--- src/rtl/reg_dep_flush_ctrl.sv ---
// reg_dep_flush_ctrl
//   Recovery sequencer for the register-rename dependency table. When the RoB
//   flushes, it walks only the registers whose has_dep bit is set and issues
//   one clear per cycle to the register file. While the walk runs, it squashes
//   issue-time dependency writes so that no stale RoB tag survives the flush.
//
// Ports
//   clk               clock
//   rst               synchronous active-high reset (wins over rdy)
//   rdy               global ready; low freezes state and pending
//   flush_req         RoB flush pulse
//   dep_mask          live has_dep vector from the register file
//   issue_rd_in       destination register of the issuing instruction
//   issue_rob_id_in   RoB tag of the issuing instruction
//   issue_rd_out      gated destination (0 while flushing/sweeping)
//   issue_rob_id_out  issue_rob_id_in passed through unchanged
//   issue_stall       high while not IDLE; Decoder must not issue
//   clr_valid         clear command valid
//   clr_idx           register to clear
//   flush_done        one-cycle pulse when the sweep completes
//
// state | meaning
// IDLE  | no recovery in progress, issue writes pass through
// SWEEP | clearing pending registers, lowest index first, one per rdy cycle
// DONE  | sweep finished, flush_done pulses on the next rdy cycle
module reg_dep_flush_ctrl #(
    parameter int NUM_REGS       = 32,
    parameter int REG_IDX_WIDTH  = 5,
    parameter int ROB_SIZE_WIDTH = 4
) (
    input  logic                      clk,
    input  logic                      rst,
    input  logic                      rdy,
    input  logic                      flush_req,
    input  logic [NUM_REGS-1:0]       dep_mask,
    input  logic [REG_IDX_WIDTH-1:0]  issue_rd_in,
    input  logic [ROB_SIZE_WIDTH-1:0] issue_rob_id_in,
    output logic [REG_IDX_WIDTH-1:0]  issue_rd_out,
    output logic [ROB_SIZE_WIDTH-1:0] issue_rob_id_out,
    output logic                      issue_stall,
    output logic                      clr_valid,
    output logic [REG_IDX_WIDTH-1:0]  clr_idx,
    output logic                      flush_done
);

    typedef enum logic [1:0] {
        IDLE  = 2'd0,
        SWEEP = 2'd1,
        DONE  = 2'd2
    } state_t;

    state_t                   state;
    logic [NUM_REGS-1:0]      pending;

    logic [NUM_REGS-1:0]      flush_set;
    logic                     flush_set_nz;
    logic [REG_IDX_WIDTH-1:0] low_idx;
    logic [NUM_REGS-1:0]      pending_rest;
    logic [NUM_REGS-1:0]      sweep_next;

    // x0 is hard-wired and never carries a dependency, so it is never swept.
    assign flush_set    = {dep_mask[NUM_REGS-1:1], 1'b0};
    assign flush_set_nz = |flush_set;

    // Lowest set bit wins: scan downward so the last hit is the smallest index.
    always_comb begin
        low_idx = '0;
        for (int i = NUM_REGS - 1; i >= 0; i--) begin
            if (pending[i]) begin
                low_idx = REG_IDX_WIDTH'(i);
            end
        end
    end

    assign pending_rest = pending & ~(NUM_REGS'(1) << low_idx);
    // A flush during the sweep folds the new dependencies into what is left.
    assign sweep_next   = flush_req ? (pending_rest | flush_set) : pending_rest;

    always_ff @(posedge clk) begin
        if (rst) begin
            state   <= IDLE;
            pending <= '0;
        end else if (rdy) begin
            case (state)
                IDLE: begin
                    if (flush_req) begin
                        pending <= flush_set;
                        state   <= flush_set_nz ? SWEEP : DONE;
                    end
                end
                SWEEP: begin
                    pending <= sweep_next;
                    if (!(|sweep_next)) begin
                        state <= DONE;
                    end
                end
                DONE: begin
                    // A fresh flush with real work restarts the sweep and
                    // swallows this cycle's completion pulse.
                    if (flush_req && flush_set_nz) begin
                        pending <= flush_set;
                        state   <= SWEEP;
                    end else begin
                        state <= IDLE;
                    end
                end
                default: begin
                    state   <= IDLE;
                    pending <= '0;
                end
            endcase
        end
    end

    assign issue_stall      = (state != IDLE);
    assign clr_valid        = rdy && (state == SWEEP);
    assign clr_idx          = low_idx;
    assign flush_done       = rdy && (state == DONE) && !(flush_req && flush_set_nz);
    assign issue_rd_out     = (flush_req || (state != IDLE)) ? '0 : issue_rd_in;
    assign issue_rob_id_out = issue_rob_id_in;

endmodule

--- config.mk ---
export PLATFORM = sky130hd
export DESIGN_NAME = reg_dep_flush_ctrl
export DESIGN_NICKNAME = d
export VERILOG_FILES = /design/src/rtl/reg_dep_flush_ctrl.sv
export SDC_FILE = /design/constraint.sdc
export NUM_CORES = 1
export LEC_CHECK = 0
export CAP_MARGIN = 5
export CELL_PAD_IN_SITES_DETAIL_PLACEMENT = 0
export CELL_PAD_IN_SITES_GLOBAL_PLACEMENT = 2
export CORE_MARGIN = 2
export CORE_UTILIZATION = 32
export CTS_BUF_LIST = sky130_fd_sc_hd__clkbuf_2 sky130_fd_sc_hd__clkbuf_4 sky130_fd_sc_hd__clkbuf_8
export CTS_CLUSTER_DIAMETER = 30
export DETAILED_ROUTE_END_ITERATION = 8
export PLACE_DENSITY = 0.95
export REMOVE_ABC_BUFFERS = 1
export SYNTH_ARGS = -nofsm -noshare
export SYNTH_HDL_FRONTEND = slang
export SYNTH_SLANG_ARGS = --single-unit
--- constraint.sdc ---
create_clock -name clk -period 5.3 [get_ports clk]
set_input_delay 1.06 -clock clk [delete_from_list [all_inputs] [get_ports clk]]
set_output_delay 1.06 -clock clk [all_outputs]
set_load 0.005 [all_outputs]
==> results of run 1 <==
-- report_power, final --
group          switching, W  total, W  internal, W
clock network      0.000107  0.000258     0.000151
registers         0.0000400  0.000316     0.000276
logic              0.000225  0.000380     0.000155
-- stage by stage --
stage               power (W)  instance area (um2)  hold slack [ps]  std cells  util (%)
floorplan            0.000532                 2730              467        377         -
global placement     0.000694                 3430              531        543      39.0
detailed placement   0.000692                 3430              534        543      39.0
CTS                  0.000946                 3550              546        550      40.3
global route          0.00100                 3550              585        550      40.3
finish               0.000954                 3550              549        550      40.3
-- synth_stat cells, types with 9 or more instances --
master,n
dfxtp_1,34
o21ai_0,20
nor4_1,12
a211oi_1,19
nand2_1,27
clkbuf_1,15
a21oi_1,32
a31oi_1,10
inv_1,22
nor3_1,15
o221ai_1,9
nor2_1,59
nand3_1,9
nand4_1,10
-- logic make-up (layout without fill, tap and decap cells) --
family,Yosys count,in the layout,synth area share (%)
buffers and inverters,52,87,9.25
DFF,34,34,23.3
and+or+nand+nor,166,166,29.5
AOI/OAI and AO/OA,155,155,37.9
-- critical path: stages --
cell and delay, ps:
clkdlybuf4s50_1 410, nor4_1 380, nand2_1 150, nor4_1 440, nand4_1 210, nor2_1 190, o211ai_1 130, nor2_1 120
clkdlybuf4s50_1 520
-- routing by layer --
metal	track usage (%)	vias to the layer above
met2	36.2	168
met3	5.69	41
met4	8.01	0
li1	-	1633
met5	0	-
met1	33.1	1618
-- path summary, 6_finish.rpt --
path	start	to	slack [ps]
setup / recovery	dep_mask[10]	flush_done	630
hold reg to reg	pending[23]$_SDFFE_PP0P_	pending[23]$_SDFFE_PP0P_	550
hold / removal	pending[23]$_SDFFE_PP0P_	pending[23]$_SDFFE_PP0P_	550
setup reg to reg	pending[11]$_SDFFE_PP0P_	state[0]$_SDFFE_PP0P_	1530
-- cell type report --
class / instances / area share, %
clock inverters: 1 / 0.847
repair buffers: 58 / 15.9
inverters: 22 / 2.33
clock buffers: 6 / 2.33
multi-input cells: 321 / 55.6
flip-flops and latches: 34 / 19.2
well taps: 108 / 3.81
-- state kept, by name (all words and copies together) (netlist names) --
name / count
pending: 32
state: 2
==> summary.txt, run 1 <==
Layout
  – Register area: 681 um2
  – Fin nets: 487
  – Inserted Diodes: 0
  – Most frequent cells in the layout: 59 x nor2_1, 52 x clkdlybuf4s50_1, 34 x dfxtp_1
  – # fillers: 947
  – Most common cell after layout, fill and taps aside: nor2_1
  – Synth-to-Final Area Change: 21.4%
  – Area of the multi-input gates: 1970 um2
  – Layout cells sized above 1: 8.14%

STA
  – Pins Over Slew Limit: 0
  – Worst Skew: 10.0 ps
  – RSZ-0062 raised after global routing: false
  – TNS Setup: 0 ps
  – Fin crit period: ~4700 ps
  – Fin crit share: between 80% and 90%
  – Final Hold Fails: 0
  – Worst slew pin tran: 1090 ps
  – Worst slew margin relative to its limit: ~27%
  – Setup slack after layout: 626 ps
  – Final setup violating endpoints: 0
  – Fmax: 214 MHz

Global route
  – Overall Global Routing Usage: 23.9%
  – Largest net degree at the start of global routing: 35
  – Vias in the first global route: 3276
  – Overflow after GRT: 0
  – Global-route wire length before repair: around 19000 um
  – Initial antenna violation count: 0

Die
  – IO Pins: 62
  – Die height: 99.6 um
  – Die X-Extent: around 100 um
  – Total die area: slightly below 10000 um2
  – Num rows: 34
  – Core area: 8810 um2
  – Initial Utilization: 33.2%

Clock network
  – Hold_buf cts: 0
  – Num CTS Buffers: 5
  – Clk Latency, worst-skew pair: ~300 ps
  – H-tree depth: 2
  – CTS tree: yes
  – CTS resizes: 0
  – Clock root buffer: clkbuf_8
  – Setup Buffers After CTS: 0
  – Clock Sinks: 34
  – Clock Tree Buf Depth: 2
  – Clock slew at reported path FFs: roughly 80 ps

Run status
  – Status: complete, no violations

Synth
  – Syn Std Cell Area: ~2900 um2
  – Post-synth EDFFs: 0
  – Top cells by area, synth: dfxtp_1 23%, nor2_1 7.6%, a21oi_1 5.5%, a211oi_1 4.9%, nand2_1 3.5%
  – Register bit count reported by yosys: 34
  – Library cells used by synthesis: 64
  – Ys flop type: dfxtp_1
  – Synth async-reset ratio: 0%
  – Synth top area share: 23.3%
  – Synth warnings: 0
  – Sequential cell area fraction in the yosys report: a little under a quarter
  – Leading area contributor after synthesis: dfxtp_1
  – Mapped Cells: 407
  – Syn_area_per_cell: 7.18 um2

Setup path
  – Crit-path max FO: 3
  – CP Capture Type: output pin
  – CP arrival: around 3600 ps
  – Setup CP Type: in2out
  – Worst reg2reg path depth: 10
  – Worst Path Required: 4240 ps
  – Worst setup SP type: input port

Power and ir drop
  – Peak supply drop: 110 uV
  – Leakage: between 1 and 1.5 nW
  – PwrDens: around 270 nW/um2

Route
  – Wl on met1: 5410 um
  – Number of remaining DRC errors: 0
  – Antenna Nets Post-Route: 0
  – Drt wl/cell: 21.5 um
  – Metal3 WL: 887 um
  – Iter 0 DRT Violations: 284
  – TritonRoute pass-1 iters: 5
  – Top Metal Used: met4
  – Met2 Routed Length: 5170 um
  – DR vias: 3460
  – Final WL: 11800 um
  – Vias/cell: ~6.3

Run
  – Maxcap violations: 0

Placed design
  – Placement Setup Slack: ~630 ps
  – Buffers on Ports: 52
  – Hpwl dp: between 8000 and 9000 um
  – GP Congestion: 0.955

Worst hold path
  – Hold depth: 2
  – HP Class: reg2reg
(Power assumes the default switching activity.)
==> inputs of run 2 (changes only) <==
==> config.mk (replaced) <==
export PLATFORM = sky130hd
export DESIGN_NAME = reg_dep_flush_ctrl
export DESIGN_NICKNAME = d
export VERILOG_FILES = /design/src/rtl/reg_dep_flush_ctrl.sv
export SDC_FILE = /design/constraint.sdc
export NUM_CORES = 1
export LEC_CHECK = 0
export ABC_AREA = 1
export CAP_MARGIN = 5
export CELL_PAD_IN_SITES_DETAIL_PLACEMENT = 0
export CELL_PAD_IN_SITES_GLOBAL_PLACEMENT = 2
export CORE_MARGIN = 2
export CORE_UTILIZATION = 28
export CTS_BUF_LIST = sky130_fd_sc_hd__clkbuf_4
export CTS_CLUSTER_DIAMETER = 30
export DETAILED_ROUTE_END_ITERATION = 8
export PLACE_DENSITY = 0.93
export REMOVE_ABC_BUFFERS = 1
export SYNTH_ARGS = -nofsm -noshare
export SYNTH_HDL_FRONTEND = slang
export SYNTH_SLANG_ARGS = --single-unit
==> run 2 against run 1 <==
First-iteration DRC count is 22% lower. Register-to-register slack better by 50 ps. Count of clock-buffer cells in the layout increased by 1. Power down 5.9%. Clock power is 19% lower. Sequential share of layout area is 0.17 points higher. Combinational power rose by 3%. Global-route usage decreased by 5.1 points. Design area down 0.88%. Setup slack improved by 290 ps. Sequential power down 6%. Critical path type unchanged. Largest power group unchanged.
==> summary.txt, run 2 <==
Placed design
  – Cell Count Post-Placement: 648 (+19%)
  – Buffers on Ports: 52 (unchanged)
  – GP Congestion: 0.837 (-12%)
  – Hpwl dp: 7550 um (-15%)

Power and ir drop
  – PwrDens: 255 nW/um2 (-5.1%)
  – Peak supply drop: 98.4 uV (-11%)
  – Total power: 0.000897 W (-5.9%)
  – Leakage: 1.52 nW (+23%)

Setup path
  – CP arrival: 3330 ps (-280 ps)
  – Worst reg2reg path depth: 43 (+33)
  – CP Capture Type: output pin
  – R2R Path Start: pending[30]$_SDFFE_PP0P_
  – Worst reg2reg path endpoint: state[0]$_SDFFE_PP0P_
  – Setup CP Type: in2out
  – Worst Path Required: 4240 ps (about the same)
  – Flop2flop setup slack: 1580 ps (+50 ps)
  – Worst setup SP type: input port
  – Crit-path max FO: 3 (unchanged)

Synth
  – Mux contribution to synthesized area: 0% (unchanged)
  – Sequential cell area fraction in the yosys report: 24.5% (+1.2 points)
  – Top-count cell post-synth: nand2_1
  – Xor/xnor share of the synthesized area: 0% (unchanged)
  – Synth top area share: 24.5% (+1.2 points)
  – Synth warnings: 0 (unchanged)
  – Area share of fa/ha/maj cells after synthesis: 0% (unchanged)
  – Compound-Gate Fraction of Synth Area: 22.3% (-16 points)
  – Top cells by area, synth: dfxtp_1 24%, nand2_1 20%, a221oi_1 9.5%, nor2_1 8.0%, inv_1 7.8%
  – Leading area contributor after synthesis: dfxtp_1
  – Post-Synth Simple-Gate Area: 40.4% (+11 points)
  – Register bit count reported by yosys: 34 (unchanged)
  – Syn_area_per_cell: 5.79 um2 (-19%)
  – Ys flop type: dfxtp_1
  – Largest family of logic cells by synthesized area: simple AND/OR/NAND/NOR gates
  – Syn Std Cell Area: 2780 um2 (-4.9%)
  – Library cells used by synthesis: 33 (-48%)
  – Commonest cells post-synth: 148 x nand2_1, 59 x nor2_1, 58 x inv_1, 34 x dfxtp_1, 33 x a21oi_1
  – Post-synth EDFFs: 0 (unchanged)
  – Synth async-reset ratio: 0% (unchanged)
  – Mapped Cells: 480 (+18%)

Global route
  – Met2 Usage GRT: 31.4% (-4.8 points)
  – Overall Global Routing Usage: 18.8% (-5.1 points)
  – Global-route wire length before repair: 16700 um (-9.6%)
  – Overflow after GRT: 0 (unchanged)
  – Routing usage on met1: 25.7% (-7.4 points)
  – Global routing's busiest layer: met2
  – Vias in the first global route: 3286 (+0.31%)
  – Initial antenna violation count: 0 (unchanged)
  – Largest net degree at the start of global routing: 35 (unchanged)
  – Met3 track demand over resource: 3.46% (-2.2 points)

STA
  – TNS Setup: 0 ps (unchanged)
  – Fmax: 228 MHz (+6.5%)
  – Final Hold Fails: 0 (unchanged)
  – Fin crit period: 4390 ps (-287 ps)
  – Worst slew pin tran: 878 ps (-208 ps)
  – Fin crit share: 82.8% (-5.4 points)
  – Final setup violating endpoints: 0 (unchanged)
  – Worst Skew: 4.74 ps (-5.31 ps)
  – RSZ-0062 raised after global routing: false
  – Pins Over Slew Limit: 0 (unchanged)
  – Worst slew margin relative to its limit: 41.1% (+14 points)

Layout
  – Core Util, Final: 36.3% (-4.0 points)
  – Most frequent cells in the layout: 148 x nand2_1, 58 x nor2_1, 58 x inv_1
  – Fin cells: 656 (+19%)
  – Largest Register: pending
  – Top flop regs: pending x32, state x2
  – Most common cell after layout, fill and taps aside: nand2_1
  – Fin nets: 567 (+16%)
  – # fillers: 1088 (+15%)
  – Layout cells sized above 1: 6.31% (-1.8 points)
  – Inserted Diodes: 0 (unchanged)
  – Max reg flops: 32 (unchanged)
  – Synth-to-Final Area Change: 26.5%

Route
  – Final WL: 9830 um (-17%)
  – Antenna Nets Post-Route: 0 (unchanged)
  – TritonRoute pass-1 iters: 5 (unchanged)
  – DR vias: 3295 (-4.8%)
  – Iter 0 DRT Violations: 222 (-22%)
  – Number of remaining DRC errors: 0 (unchanged)
  – Vias/cell: 5.02 (-20%)
  – Drt wl/cell: 15.0 um (-30%)

Clock network
  – CTS tree: yes
  – Num CTS Buffers: 5 (unchanged)
  – CTS resizes: 0 (unchanged)
  – Clk Latency, worst-skew pair: 340 ps (+40 ps)
  – Clock root buffer: clkbuf_4
  – Clock slew at reported path FFs: 120 ps (+40 ps)
  – Setup Buffers After CTS: 0 (unchanged)
  – Hold_buf cts: 0 (unchanged)
  – H-tree depth: 2 (unchanged)
  – Clock Sinks: 34 (unchanged)
  – Clock Tree Buf Depth: 2 (unchanged)

Worst hold path
  – Hold Startpoint: pending[28]$_SDFFE_PP0P_
  – HP Class: reg2reg
  – Min-Delay Endpoint: pending[28]$_SDFFE_PP0P_
  – Hold depth: 2 (unchanged)

Die
  – Initial Utilization: 28.7% (-4.5 points)
  – IO Pins: 62 (unchanged)
  – Num rows: 36 (+5.9%)
  – Core area: 9680 um2 (+10%)
  – Total die area: 10700 um2 (+8.3%)
  – Die height: 104 um (+4.1%)
  – Die X-Extent: 104 um (+4.1%)

Run
  – Maxcap violations: 0 (unchanged)

Run status
  – Status: complete, no violations
[run 2: cell types whose count changed after synthesis, sizes merged, moves of 7 or more]
cell / previous run / this run
a31oi: 10 / 2
a221oi: 7 / 30
nand3: 9 / 21
a211oi: 19 / 2
nand2: 27 / 152
o221ai: 9 / 0
inv: 22 / 61
o22a: 7 / 0
and3: 7 / 0
[run 2: area by class of cell]
type | instances | area [um2] | area share, %
Clock inverter | 1 | 30.0 | 0.854
Sequential cell | 34 | 681 | 19.4
Tap cell | 133 | 166 | 4.73
Multi-Input combinational cell | 356 | 1750 | 49.6
Timing Repair Buffer | 61 | 601 | 17.1
Inverter | 64 | 240 | 6.83
Clock buffer | 7 | 52.6 | 1.49
[run 2: worst max-delay path: stages]
cell	delay, ps
clkdlybuf4s50_1	450
nor4_1	550
nand4_1	230
nor2_1	250
nor2_1	80
nor3_1	140
clkdlybuf4s50_1	550
[run 2: worst max-delay path by stage]
stage                     cells past startpoint                       end          from
after floorplan                               9  pending[10]$_SDFFE_PP0P_  dep_mask[27]
after global placement                        7                flush_done   dep_mask[4]
after detailed placement                      7                flush_done   dep_mask[4]
after CTS                                     7                flush_done   dep_mask[4]
after global routing                          7                flush_done   dep_mask[4]
final                                         7                flush_done   dep_mask[4]
[run 2: per-layer routing]
metal / vias to the layer above / share of wire, %
li1: 1674 / -
met5: - / 0
met1: 1512 / 47
met4: 0 / 0.52
met3: 4 / 5.0
met2: 105 / 47
[run 2: report_power, final]
group / internal (W) / total, W / switching (W) / leakage, nW
clock network: 0.000110 / 0.000208 / 0.0000973 / 0.0463
registers: 0.000279 / 0.000298 / 0.0000186 / 0.281
logic: 0.000148 / 0.000392 / 0.000244 / 1.19
[run 2: cells by family (layout without fill, tap and decap cells)]
| kind of cell | Yosys count | count (layout) |
|---|---|---|
| simple gates | 265 | 265 |
| buf+inv | 90 | 133 |
| compound gates | 91 | 91 |
| flops | 34 | 34 |
[run 2: stage by stage]
step / setup slack, ps / hold WS (ps) / cell area (um2)
6_report: 913 / 520 / 3520
5_1_grt: 647 / 546 / 3520
4_1_cts: 790 / 521 / 3520
3_5_place_dp: 808 / 501 / 3430
3_3_place_gp: 809 / 490 / 3430
2_1_floorplan: 2300 / 468 / 2660
==> inputs of run 3 (changes only) <==
--- a/config.mk
+++ b/config.mk
@@ -10,11 +10,11 @@
 export CELL_PAD_IN_SITES_DETAIL_PLACEMENT = 0
 export CELL_PAD_IN_SITES_GLOBAL_PLACEMENT = 2
 export CORE_MARGIN = 2
-export CORE_UTILIZATION = 28
+export CORE_UTILIZATION = 26
 export CTS_BUF_LIST = sky130_fd_sc_hd__clkbuf_4
 export CTS_CLUSTER_DIAMETER = 30
 export DETAILED_ROUTE_END_ITERATION = 8
-export PLACE_DENSITY = 0.93
+export PLACE_DENSITY = 0.87
 export REMOVE_ABC_BUFFERS = 1
 export SYNTH_ARGS = -nofsm -noshare
 export SYNTH_HDL_FRONTEND = slang
==> constraint.sdc (replaced) <==
create_clock -name clk -period 4.45 [get_ports clk]
set_input_delay 0.89 -clock clk [delete_from_list [all_inputs] [get_ports clk]]
set_output_delay 0.89 -clock clk [all_outputs]
set_load 0.005 [all_outputs]
==> run 3 against run 2 <==
Clock power decreased by 17%. Non-clock buffer count increased by 1. Critical path type is now reg2out. Via count increased by 0.82%. Sequential power increased by 19%. Die area increased by 7.4%. Critical path depth increased by 27. Utilization decreased by 2.8 points. Clock skew decreased by 0.56 ps. Design area decreased by 1.0%.
==> summary.txt, run 3 (synthesized netlist as in run 2, its figures left out) <==
Setup path
  – CP arrival: 3180 ps (-150 ps)
  – End of the critical path: clr_idx[0]
  – R2R Path Start: pending[30]$_SDFFE_PP0P_
  – Max incr delay on CP: 490 ps (-60 ps)
  – Setup CP Type: reg2out
  – Worst path slowest cell: clkdlybuf4s50_1
  – Worst reg2reg path endpoint: state[0]$_SDFFE_PP0P_
  – Worst Path Required: 3560 ps (-680 ps)
  – Worst setup SP type: flip-flop
  – CP Capture Type: output pin
  – Crit-path max FO: 5 (+2)
  – Critical Path Source: pending[30]$_SDFFE_PP0P_
  – Crit-path most repeated cell: nand2_1
  – Flop2flop setup slack: 700 ps (-880 ps)
  – Worst reg2reg path depth: 44 (+2.3%)

Clock network
  – Clock Sinks: 34 (unchanged)
  – Clock slew at reported path FFs: 120 ps (about the same)
  – Clock Tree Buf Depth: 2 (unchanged)
  – H-tree depth: 2 (unchanged)
  – CTS tree: yes
  – Clk Latency, worst-skew pair: 350 ps (about the same)
  – Clock root buffer: clkbuf_4
  – Hold_buf cts: 0 (unchanged)
  – Num CTS Buffers: 5 (unchanged)
  – Setup Buffers After CTS: 0 (unchanged)
  – CTS resizes: 0 (unchanged)

Global route
  – Vias in the first global route: 3161 (-3.8%)
  – Overflow after GRT: 0 (unchanged)
  – Initial antenna violation count: 0 (unchanged)
  – Overall Global Routing Usage: 18.2% (-0.62 points)
  – Largest net degree at the start of global routing: 35 (unchanged)
  – Global-route wire length before repair: 16400 um (-2.1%)

Layout
  – Layout cells sized above 1: 6.13% (-0.18 points)
  – Max reg flops: 32 (unchanged)
  – Area of the multi-input gates: 1750 um2 (+0.29%)
  – Fin cells: 658 (+0.30%)
  – Most common cell after layout, fill and taps aside: nand2_1
  – Largest Register: pending
  – Synth-to-Final Area Change: 25.2%
  – # fillers: 1203 (+11%)
  – Most frequent cells in the layout: 148 x nand2_1, 58 x nor2_1, 58 x inv_1
  – Inserted Diodes: 0 (unchanged)
  – Register area: 682 um2 (+0.18%)
  – Top flop regs: pending x32, state x2
  – Fin area: 3480 um2 (-1.0%)
  – Fin nets: 568 (+0.18%)

STA
  – Fin crit share: 91.4%
  – RSZ-0062 raised after global routing: false
  – Worst slew margin relative to its limit: 16.0% (-25 points)
  – TNS Setup: 0 ps (unchanged)
  – Setup slack after layout: 384 ps (-530 ps)
  – Worst Skew: 4.18 ps (-0.557 ps)
  – Min Hold Slack: 519 ps (-0.706 ps)
  – Final Hold Fails: 0 (unchanged)
  – Pins Over Slew Limit: 0 (unchanged)
  – Fmax: approximately 250 MHz
  – Worst slew pin tran: 1260 ps (+381 ps)
  – Fin crit period: 4070 ps
  – Final setup violating endpoints: 0 (unchanged)

Die
  – Initial Utilization: 26.8% (-1.9 points)
  – Core area: 10400 um2 (+7.1%)
  – IO Pins: 62 (unchanged)
  – Total die area: 11500 um2 (+7.4%)
  – Die X-Extent: 107 um (+3.6%)
  – Die height: 107 um (+3.6%)
  – Num rows: 37 (+2.8%)

Power and ir drop
  – Leakage: 1.50 nW (-1.3%)
  – PwrDens: 288 nW/um2 (+13%)
  – Peak supply drop: 94.9 uV (-3.5%)

Run
  – Maxcap violations: 0 (unchanged)

Run status
  – Status: complete, no violations

Placed design
  – GP Congestion: 0.907 (+8.3%)
  – Cell Count Post-Placement: 652 (+0.62%)
  – Cell Area, Placed: 3430 um2 (about the same)
  – Buffers on Ports: 52 (unchanged)
  – Hpwl dp: 7830 um (+3.8%)
  – Placement Setup Slack: 473 ps (-335 ps)

Route
  – DR vias: 3322 (+0.82%)
  – Drt wl/cell: 15.7 um (+4.4%)
  – Vias/cell: 5.05 (+0.51%)
  – Number of remaining DRC errors: 0 (unchanged)
  – Iter 0 DRT Violations: 190 (-14%)
  – TritonRoute pass-1 iters: 5 (unchanged)
  – Final WL: 10300 um (+4.7%)
  – Antenna Nets Post-Route: 0 (unchanged)

Worst hold path
  – HP Class: reg2reg
## run 3: cell count changes in the layout (fill, tap and decap cells not counted), sizes merged
cell,previous run,this run
buf,9,10
bufinv,1,0
clkinv,3,4
clkbuf,7,5
## run 3: metrics by stage
stage                     power (W)  util (%)
after CTS                  0.000998      33.5
after global routing        0.00107      33.6
after floorplan            0.000639         -
after detailed placement   0.000828      33.1
final                       0.00100      33.6
after global placement     0.000826      33.1
## run 3: layer usage
layer	up-vias	wire length, um	track usage (%)
met2	108	4630	28.4
met1	1527	5000	26.0
li1	1677	-	-
met4	0	124	4.12
met3	10	540	3.09
met5	-	0	0
## run 3: worst min-delay path by stage
stage | endpoint | startpoint | depth (start not counted) | slack [ps]
5_1_grt | pending[15]$_SDFFE_PP0P_ | pending[15]$_SDFFE_PP0P_ | 2 | 540
2_1_floorplan | pending[16]$_SDFFE_PP0P_ | pending[16]$_SDFFE_PP0P_ | 2 | 470
3_3_place_gp | pending[18]$_SDFFE_PP0P_ | pending[18]$_SDFFE_PP0P_ | 2 | 490
3_5_place_dp | pending[18]$_SDFFE_PP0P_ | pending[18]$_SDFFE_PP0P_ | 2 | 500
6_report | pending[19]$_SDFFE_PP0P_ | pending[19]$_SDFFE_PP0P_ | 2 | 520
4_1_cts | pending[18]$_SDFFE_PP0P_ | pending[18]$_SDFFE_PP0P_ | 2 | 520
## run 3: power by group
group          switching, W  leakage (nW)  internal, W  total [W]
registers         0.0000224         0.281     0.000332   0.000355
clock network      0.000118        0.0246    0.0000542   0.000172
logic              0.000298          1.19     0.000175   0.000474
## run 3: area by class of cell
class	instances	area share (%)
Clock buffer	5	1.08
Inverter	64	6.90
Multi-Input combinational cell	356	50.3
Tap cell	136	4.89
Clock inverter	1	0.108
Sequential cell	34	19.6
Timing Repair Buffer	62	17.1
## run 3: critical path, delay by kind of cell (launching register included)
family | cells | cell delay [ps]
AND/OR/NAND/NOR | 31 | 1870
flip-flops | 1 | 330
buffers and inverters | 3 | 640
